`src/rtl/slave_port_initiator_pkg.sv`:
```
// Shared definitions for the slave-port initiator: default lane widths,
// legal access sizes and the 2-bit FSM state encoding.
package slave_port_initiator_pkg;

  localparam int DEF_ADDR_W = 10;
  localparam int DEF_DATA_W = 64;
  localparam int DEF_SIZE_W = 7;

  localparam int SIZE_8  = 8;
  localparam int SIZE_16 = 16;
  localparam int SIZE_32 = 32;
  localparam int SIZE_64 = 64;

  typedef enum logic [1:0] {
    ST_IDLE  = 2'd0,
    ST_CHECK = 2'd1,
    ST_REQ   = 2'd2,
    ST_RESP  = 2'd3
  } state_t;

  function automatic logic size_is_legal(input int unsigned size);
    return (size == SIZE_8) || (size == SIZE_16) ||
           (size == SIZE_32) || (size == SIZE_64);
  endfunction

  // Low address bits that must be zero for an access of this width.
  // Only meaningful for legal sizes.
  function automatic int unsigned size_align_mask(input int unsigned size);
    return (size / 8) - 1;
  endfunction

endpackage

```
`src/rtl/slave_port_initiator_timer.sv`:
```
// Request timer: counts cycles while enabled, flags the last allowed cycle.
module slave_req_timer #(
  parameter int TIMEOUT = 1024
) (
  input  logic clock,
  input  logic reset,
  input  logic clear,
  input  logic enable,
  output logic expired
);

  localparam int CNT_W = (TIMEOUT > 2) ? $clog2(TIMEOUT) : 1;

  logic [CNT_W-1:0] count_reg;

  // expired is high during the TIMEOUT-th enabled cycle
  assign expired = (count_reg == CNT_W'(TIMEOUT - 1));

  always_ff @(posedge clock) begin
    if (reset || clear) begin
      count_reg <= '0;
    end else if (enable && !expired) begin
      count_reg <= count_reg + CNT_W'(1);
    end
  end

endmodule

```
`src/rtl/slave_port_initiator.sv`:
```
// Host-side initiator that turns single-beat commands into requests on one
// lane of the slave memory port of the HLS core, one transaction at a time.
module slave_port_initiator
  import slave_port_initiator_pkg::*;
#(
  parameter int CHANNELS = 2,
  parameter int LANE     = 0,
  parameter int ADDR_W   = DEF_ADDR_W,
  parameter int DATA_W   = DEF_DATA_W,
  parameter int SIZE_W   = DEF_SIZE_W,
  parameter int TIMEOUT  = 1024
) (
  input  logic                         clock,
  input  logic                         reset,
  input  logic                         cmd_valid,
  output logic                         cmd_ready,
  input  logic                         cmd_we,
  input  logic [ADDR_W-1:0]            cmd_addr,
  input  logic [SIZE_W-1:0]            cmd_size,
  input  logic [DATA_W-1:0]            cmd_wdata,
  output logic                         rsp_valid,
  output logic [DATA_W-1:0]            rsp_rdata,
  output logic                         rsp_err,
  output logic                         busy,
  output logic [15:0]                  txn_count,
  output logic [CHANNELS-1:0]          S_oe_ram,
  output logic [CHANNELS-1:0]          S_we_ram,
  output logic [CHANNELS*ADDR_W-1:0]   S_addr_ram,
  output logic [CHANNELS*DATA_W-1:0]   S_Wdata_ram,
  output logic [CHANNELS*SIZE_W-1:0]   S_data_ram_size,
  input  logic [CHANNELS*DATA_W-1:0]   Sout_Rdata_ram,
  input  logic [CHANNELS-1:0]          Sout_DataRdy
);

  state_t              state_reg, state_next;
  logic                we_reg;
  logic [ADDR_W-1:0]   addr_reg;
  logic [SIZE_W-1:0]   size_reg;
  logic [DATA_W-1:0]   wdata_reg;
  logic [DATA_W-1:0]   rdata_reg, rdata_next;
  logic                err_reg, err_next;
  logic [15:0]         txn_count_reg;

  logic                cmd_fire;
  logic                in_req;
  logic                cmd_legal;
  logic                timer_expired;
  logic                lane_rdy;
  logic [DATA_W-1:0]   lane_rdata;
  logic [DATA_W-1:0]   size_mask;
  logic                unused_lane_inputs;

  assign cmd_fire   = cmd_valid && cmd_ready;
  assign in_req     = (state_reg == ST_REQ);
  assign lane_rdy   = Sout_DataRdy[LANE];
  assign lane_rdata = Sout_Rdata_ram[LANE*DATA_W +: DATA_W];

  // Other lanes' responses are deliberately ignored.
  assign unused_lane_inputs = ^{Sout_Rdata_ram, Sout_DataRdy};

  genvar gi;
  generate
    for (gi = 0; gi < DATA_W; gi++) begin : g_mask
      assign size_mask[gi] = (32'(size_reg) > 32'(gi));
    end
  endgenerate

  assign cmd_legal = size_is_legal(32'(size_reg)) &&
                     ((addr_reg & ADDR_W'(size_align_mask(32'(size_reg)))) == '0);

  slave_req_timer #(
    .TIMEOUT (TIMEOUT)
  ) u_timer (
    .clock   (clock),
    .reset   (reset),
    .clear   (!in_req),
    .enable  (in_req),
    .expired (timer_expired)
  );

  always_comb begin
    state_next = state_reg;
    err_next   = err_reg;
    rdata_next = rdata_reg;
    cmd_ready  = 1'b0;
    case (state_reg)
      ST_IDLE: begin
        cmd_ready = 1'b1;
        if (cmd_valid) begin
          state_next = ST_CHECK;
          err_next   = 1'b0;
          rdata_next = '0;
        end
      end
      ST_CHECK: begin
        if (cmd_legal) begin
          state_next = ST_REQ;
        end else begin
          err_next   = 1'b1;
          state_next = ST_RESP;
        end
      end
      ST_REQ: begin
        // DataRdy wins over an expiring timer in the same cycle
        if (lane_rdy) begin
          err_next   = 1'b0;
          rdata_next = we_reg ? '0 : (lane_rdata & size_mask);
          state_next = ST_RESP;
        end else if (timer_expired) begin
          err_next   = 1'b1;
          state_next = ST_RESP;
        end
      end
      ST_RESP: begin
        state_next = ST_IDLE;
      end
      default: begin
        state_next = ST_IDLE;
      end
    endcase
  end

  always_ff @(posedge clock) begin
    if (reset) begin
      state_reg     <= ST_IDLE;
      err_reg       <= 1'b0;
      rdata_reg     <= '0;
      txn_count_reg <= '0;
      we_reg        <= 1'b0;
      addr_reg      <= '0;
      size_reg      <= '0;
      wdata_reg     <= '0;
    end else begin
      state_reg <= state_next;
      err_reg   <= err_next;
      rdata_reg <= rdata_next;
      if (cmd_fire) begin
        we_reg    <= cmd_we;
        addr_reg  <= cmd_addr;
        size_reg  <= cmd_size;
        wdata_reg <= cmd_wdata;
      end
      if ((state_reg == ST_RESP) && !err_reg) begin
        txn_count_reg <= txn_count_reg + 16'd1;
      end
    end
  end

  assign rsp_valid = (state_reg == ST_RESP);
  assign rsp_err   = rsp_valid && err_reg;
  assign rsp_rdata = rdata_reg;
  assign busy      = (state_reg != ST_IDLE);
  assign txn_count = txn_count_reg;

  // Only the selected lane carries the request; it is live only in REQ.
  generate
    for (gi = 0; gi < CHANNELS; gi++) begin : g_lane
      if (gi == LANE) begin : g_active
        assign S_oe_ram[gi] = in_req && !we_reg;
        assign S_we_ram[gi] = in_req && we_reg;
        assign S_addr_ram[gi*ADDR_W +: ADDR_W]      = in_req ? addr_reg : '0;
        assign S_Wdata_ram[gi*DATA_W +: DATA_W]     = in_req ? (wdata_reg & size_mask) : '0;
        assign S_data_ram_size[gi*SIZE_W +: SIZE_W] = in_req ? size_reg : '0;
      end else begin : g_idle
        assign S_oe_ram[gi] = 1'b0;
        assign S_we_ram[gi] = 1'b0;
        assign S_addr_ram[gi*ADDR_W +: ADDR_W]      = '0;
        assign S_Wdata_ram[gi*DATA_W +: DATA_W]     = '0;
        assign S_data_ram_size[gi*SIZE_W +: SIZE_W] = '0;
      end
    end
  endgenerate

endmodule

```
`config.mk`:
```
export PLATFORM = sky130hd
export DESIGN_NAME = slave_port_initiator
export DESIGN_NICKNAME = d
export VERILOG_FILES = /design/src/rtl/slave_port_initiator_pkg.sv /design/src/rtl/slave_port_initiator_timer.sv /design/src/rtl/slave_port_initiator.sv
export SDC_FILE = /design/constraint.sdc
export NUM_CORES = 1
export LEC_CHECK = 0
export BUFFER_PORTS_ARGS = -buffer_cell sky130_fd_sc_hd__buf_2
export CORE_AREA = 2 2 183 185
export DETAILED_ROUTE_END_ITERATION = 8
export DIE_AREA = 0 0 185 187
export HOLD_SLACK_MARGIN = 0.15
export SLEW_MARGIN = 0
export SYNTH_ARGS = -nofsm -noshare
export SYNTH_HDL_FRONTEND = slang
export SYNTH_SLANG_ARGS = --single-unit
```
`constraint.sdc`:
```
create_clock -name clock -period 3.05 [get_ports clock]
set_input_delay 0.305 -clock clock [delete_from_list [all_inputs] [get_ports clock]]
set_output_delay 0.305 -clock clock [all_outputs]
set_load 0.01 [all_outputs]
```
# After elaboration in Yosys (flattened, before gate mapping)
# Index checks and enable logic that the tools add are counted.
[totals]
reg_bits = 175
inputBits = 215
output_inout_bits = 250
wordCells = 132
[classes]
addsub = 3
magnitude_cmp = 64
eq_ne = 12
muxes = 18
bitwise = 3
n_reduce_logical = 23
[op_table]
columns = ["operator", "n"]
rows = [
  ["$mux 64", 4],
  ["$gt 7x6->1 const B", 32],
  ["$and 64x64->64", 2],
  ["$pmux 64 s2", 1],
  ["$gt 7x5->1 const B", 16],
  ["$gt 7x4->1 const B", 8],
  ["$gt 7x3->1 const B", 4],
  ["$add 16x1->16 const B", 1],
  ["$gt 7x1->1 const B", 2],
  ["$gt 7x2->1 const B", 2],
  ["$add 10x1->10 const B", 1],
  ["$and 10x10->10", 1],
  ["$eq 10x10->1 const B", 1],
  ["$logic_not 10->1", 1],
  ["$mux 10", 1],
  ["$pmux 2 s4", 1],
  ["$eq 7x4->1 const B", 1],
  ["$eq 7x5->1 const B", 1],
  ["$eq 7x6->1 const B", 1],
  ["$eq 7x7->1 const B", 1],
  ["$logic_and 1x1->1", 7],
  ["$mux 7", 1],
  ["$mux 1", 6],
  ["$mux 2", 3],
  ["14 further kinds", 24],
]

# Longest topological paths before layout
[logic_depth]
depth_word = 7
mapped_depth = 10
mapped_depth_nobuf = 7

# Modules after synthesis
# From an unflattened synthesis, not the netlist that was laid out.
[unflattened]
cells_unflattened = 1183
hier_area_um2 = 9049.9
[modules_own_cells]
columns = ["mod", "instances", "cells_per_inst", "area_per_inst_um2", "seq_area_each_um2"]
rows = [
  ["slave_port_initiator", 1, 1115, 8456.9, 3303.2],
  ["slave_req_timer", 1, 68, 593.1, 200.2],
]

# Worst setup path before layout
# No wires, ideal clock.
[synth_timing]
kind = "flip-flop to flip-flop"
start = "reg size_reg[3]"
end = "reg err_reg"
setup_time_ns = 0.127
arrival_ns = 2.133
required_ns = 2.923
setup_slack_ns = 0.791
stages_incl_launch_ff = 11
n_path_buf = 3
period_less_slack_ns = 2.259
path_cell_list = "dfxtp_1 buf_2 buf_2 inv_1 ha_1 clkbuf_1 xor2_1 a2111o_1 a221oi_2 a211oi_1 mux2i_1"
[synth_via]
elab_chain_cells = 7
word_cells_on_any_way = 13
classes_between = "add/sub: 1; eq/ne: 5; bitwise: 1; reduce/logical: 6"
[synth_rtl]
columns = ["item", "line", "rtl"]
rows = [
  ["start: declaration", "slave_port_initiator.sv:38", "logic [SIZE_W-1:0] size_reg;"],
  ["start signal: assignment", "slave_port_initiator.sv:140", "size_reg <= cmd_size;"],
  ["branches (longest 4 deep; another with $sub 4x1->5)", "n/a", ""],
  ["$logic_and 1x1->1 (*)", "slave_port_initiator.sv:68", "assign cmd_legal = size_is_legal(32'(size_reg)) &&"],
  ["$ne 2x2->1 (no source line) (*)", "n/a", ""],
  ["$reduce_and 4->1 (no source line) (*)", "n/a", ""],
  ["end signal: assignment", "slave_port_initiator.sv:135", "err_reg <= err_next;"],
  ["end: declaration", "slave_port_initiator.sv:41", "logic err_reg, err_next;"],
]
# Every way passes the cells marked *.
# A chain may end at the register's enable or synchronous reset.

# Worst setup path after layout
[layout_timing]
start = "reg size_reg[3]"
end = "out S_Wdata_ram[57]"
[layout_via]
elab_chain_cells = 3
[layout_rtl]
columns = ["item", "line", "rtl"]
rows = [
  ["$gt 7x6->1", "slave_port_initiator.sv:64", "assign size_mask[gi] = (32'(size_reg) > 32'(gi));"],
  ["$and 64x64->64", "slave_port_initiator.sv:162", "assign S_Wdata_ram[gi*DATA_W +: DATA_W] = in_req ? (wdata_reg & size_mask) : '0;"],
  ["$mux 64", "slave_port_initiator.sv:162", ""],
  ["end: declaration", "slave_port_initiator.sv:29", "output logic [CHANNELS*DATA_W-1:0] S_Wdata_ram,"],
]
# Every way passes these cells.

==> flow_summary.yaml <==
status:
  status: "finished clean"
floorplan:
  core_region_area_um2: 32900
  rows: 67
  die_x_um: 185
  die_area_um2: 34600
  floorplan.initialDensity_pct: 27.1
  pin_count: 465
  die_h_um: 187
clock_network:
  post_cts_buffers: 0
  cts_buffer_depth: 2
  cts_tree: "built"
  clock_latency_ns: 0.45
  cts-resized-gates: 0
  cts_max_level: 4
  cts_inserted_buffers: 17
  clock-sinks: 175
  cts-hold-fix-buffers: 134
  clkTransAtPathRegs_ns: 0.07
  root_buffer: "clkbuf_16"
sta:
  maxSlewViolCount: 0
  fmaxAchievable_ghz: 0.349
  skew_ns: 0.0157
  hold_violations: 0
  fin_crit_sh_pct: 94.1
  finalSetupViolCount: 0
  tns_ns: 0
  max_slew_margin_pct: 38.6
  min_period_ns: 2.87
  whs_ns: 0.199
  worstMarginPinSlew_ns: 0.917
  worst_slack_ns: 0.181
  rsz0062_at_grt: "no"
power:
  power.density_nw_per_um2: 672
  ir_worst_vdd_uv: 552
  leakage_uw: 0.00580
  power_frac_comb_pct: 41.5
  switching_share_pct: 42.8
  power_frac_seq_pct: 31.4
  p_sw_uw: 3660
  pwr-share-clk_pct: 27.0
  power_uw: 8550
  power.internal_uw: 4890
synthesis:
  ys_async_sr_fraction_pct: 0
  synth_cell_types: 60
  ys.flop_type: "dfxtp_1"
  netlist_instances: 1183
  post-synth-top-area-cell: "dfxtp_1"
  yosysTopAreaCellShare_pct: 39.3
  avgSynthCellArea_um2: 7.54
  synth-edff-count: 0
  synthTopCellsByArea: "dfxtp_1, nand2_1, a21oi_1, buf_4, and3_1"
  syn_area_um2: 8920
  synth_warnings: 0
  synth_seq_cells: 175
  ys_seq_area_share_pct: 39.3
place:
  routabilityCongestion: 0.915
  dpl.hpwl_um: 27700
  pre_cts_ws_ns: 0.634
  io_buffers: 316
  placed_cell_area_um2: 10800
grt:
  grt.overflow.total: 0
  grt_max_degree: 83
  antenna_found_initial: 1
  grt_pass1_wl_um: 56100
  grt_util_all_layers_pct: 21.6
  first_global_vias: 9480
cells_and_area:
  drive_above_1_share_pct: 25.0
  seqCellArea_um2: 3500
  final_area_um2: 12700
  nets: 1825
  syn2layout_area_growth_pct: 42.9
  multi_input_area_um2: 4710
  fillCellCount: 3393
detailed_routing:
  drc: 0
  drt-wirelength-per-cell_um: 18.5
  wl_um: 38200
  vias: 9805
  viasPerCell: 4.76
  dr.pass1.iters: 4
  detail-route-antenna-nets: 0
  drt_iter0_markers: 434
setup_path:
  cp_cell_sequence: "buf_4, ha_1, nand2_1, o21ai_1, buf_4, and2_1, and3_1, buf_2"
  critical_path.most_common_cell: "buf_4"
  worst-setup-path-type: "flop to primary output"
  cpPeakStageDelay_ns: 0.44
  end_kind: "primary output"
  crit_fanout: 21
  crit_required_ns: 2.74
  critical-path-slowest-cell: "ha_1"
  crit_family: "simple AND/OR/NAND/NOR gates"
  critPathBufInv: 3
  crit_arrival_ns: 2.56
  startpoint_type: "flop"
worst_hold_path:
  hp-class: "input pin to flop"
run:
  maxCapViolations: 0
cell families (layout without fill, tap and decap cells):
logic type	after synthesis	after routing	share of synthesized area (%)
buffers and inverters	191	539	11.8
adders and majority gates	10	10	1.40
DFF	175	175	39.3
AOI/OAI and AO/OA	252	252	16.5
other	1	84	0.0421
xor gates and xnor gates	23	23	2.26
and+or+nand+nor	525	525	28.0
muxes	6	6	0.702
layer usage:
metal	wire (um)	vias up	part of all wire, %	track usage (%)
li1	-	4708	-	-
met1	16500	4566	43	27.1
met2	17800	450	47	35.1
met3	2480	81	6.5	4.89
met4	1410	0	3.7	9.92
met5	0	-	0	0
final cells by class:
cell class | count | share of cell area, %
Clock buffer | 22 | 3.80
Multi-Input combinational cell | 899 | 37.0
Clock inverter | 10 | 0.992
Inverter | 15 | 0.442
Tap cell | 448 | 4.40
Antenna cell | 1 | 0.0196
Timing Repair Buffer | 492 | 25.9
Sequential cell | 175 | 27.5
power groups by stage:
stage	combinational (uW)	sequential [uW]	clock, uW
2_1_floorplan	1960	2690	0
3_3_place_gp	3390	2730	0
3_5_place_dp	3420	2740	0
4_1_cts	3560	2690	2370
5_1_grt	3840	2720	2460
6_report	3550	2690	2310
Yosys cell counts (2+ instances only):
cell type / instances
or3_1: 4
dfxtp_1: 175
o211ai_1: 2
o21ai_1: 22
and3_1: 49
inv_2: 3
o2111ai_1: 5
nand2_1: 254
a22oi_1: 2
nor2_1: 70
nand3b_1: 9
nand4_1: 43
and2_1: 22
nand3_1: 22
o21ai_0: 12
buf_2: 16
clkbuf_1: 69
and4_1: 3
or2_1: 4
nor4_1: 11
mux2i_1: 4
nand2b_1: 9
a32oi_1: 11
a21oi_1: 160
a221o_1: 2
xnor2_1: 12
buf_4: 83
a21o_1: 2
xor2_1: 11
nor3b_1: 3
a2bb2oi_1: 10
a21boi_1: 5
buf_1: 8
nor3_1: 9
a31oi_1: 2
and3b_1: 3
o211a_1: 4
ha_1: 10
nor2b_1: 4
inv_1: 12
o21a_1: 3
cells in the final DEF (no fill, tap or decap), types with 5 or more instances in the layout:
cell and n:
nand4_1 43, a21oi_1 160, ha_1 9, and3_1 49, a32oi_1 11, nand2_1 253
dfxtp_1 175, o2111ai_1 5, nor2_1 70, nand2b_1 9, buf_2 315, conb_1 83
nor3_1 9, buf_4 38, a2bb2oi_1 10, nand3_1 22, clkbuf_16 17, o21ai_0 12
dlygate4sd3_1 134, xor2_1 11, and2_1 21, nor4_1 11, a21boi_1 5, xnor2_1 12
inv_1 12, nand3b_1 9, o21ai_1 22
worst reg2reg max path: stages (launching register included):
cell	delay, ns
dfxtp_1	0.41
inv_1	0.12
ha_1	0.39
o211ai_4	0.81
buf_12	0.34
nand2_1	0.11
a21oi_1	0.13
per-stage QoR:
stage	instances	utilization, %
final	2062	38.8
after CTS	2061	38.8
after global routing	2062	38.8
after floorplan	1265	-
after detailed placement	1895	32.8
after global placement	1895	32.8
final timing paths:
| check | start | to | slack [ns] | depth (start not counted) |
|---|---|---|---|---|
| worst min-delay path | Sout_Rdata_ram[52] | rsp_rdata[52]$_SDFFE_PP0P_ | 0.20 | 4 |
| worst max-delay path | size_reg[3]$_SDFFE_PP0P_ | S_Wdata_ram[57] | 0.18 | 8 |
| worst min register to register | wdata_reg[57]$_SDFFE_PP0P_ | wdata_reg[57]$_SDFFE_PP0P_ | 0.45 | 2 |
| worst max register to register | state_reg[0]$_SDFFE_PP0P_ | rsp_rdata[60]$_SDFFE_PP0P_ | 0.67 | 6 |
Power figures use the tool's default switching activity.
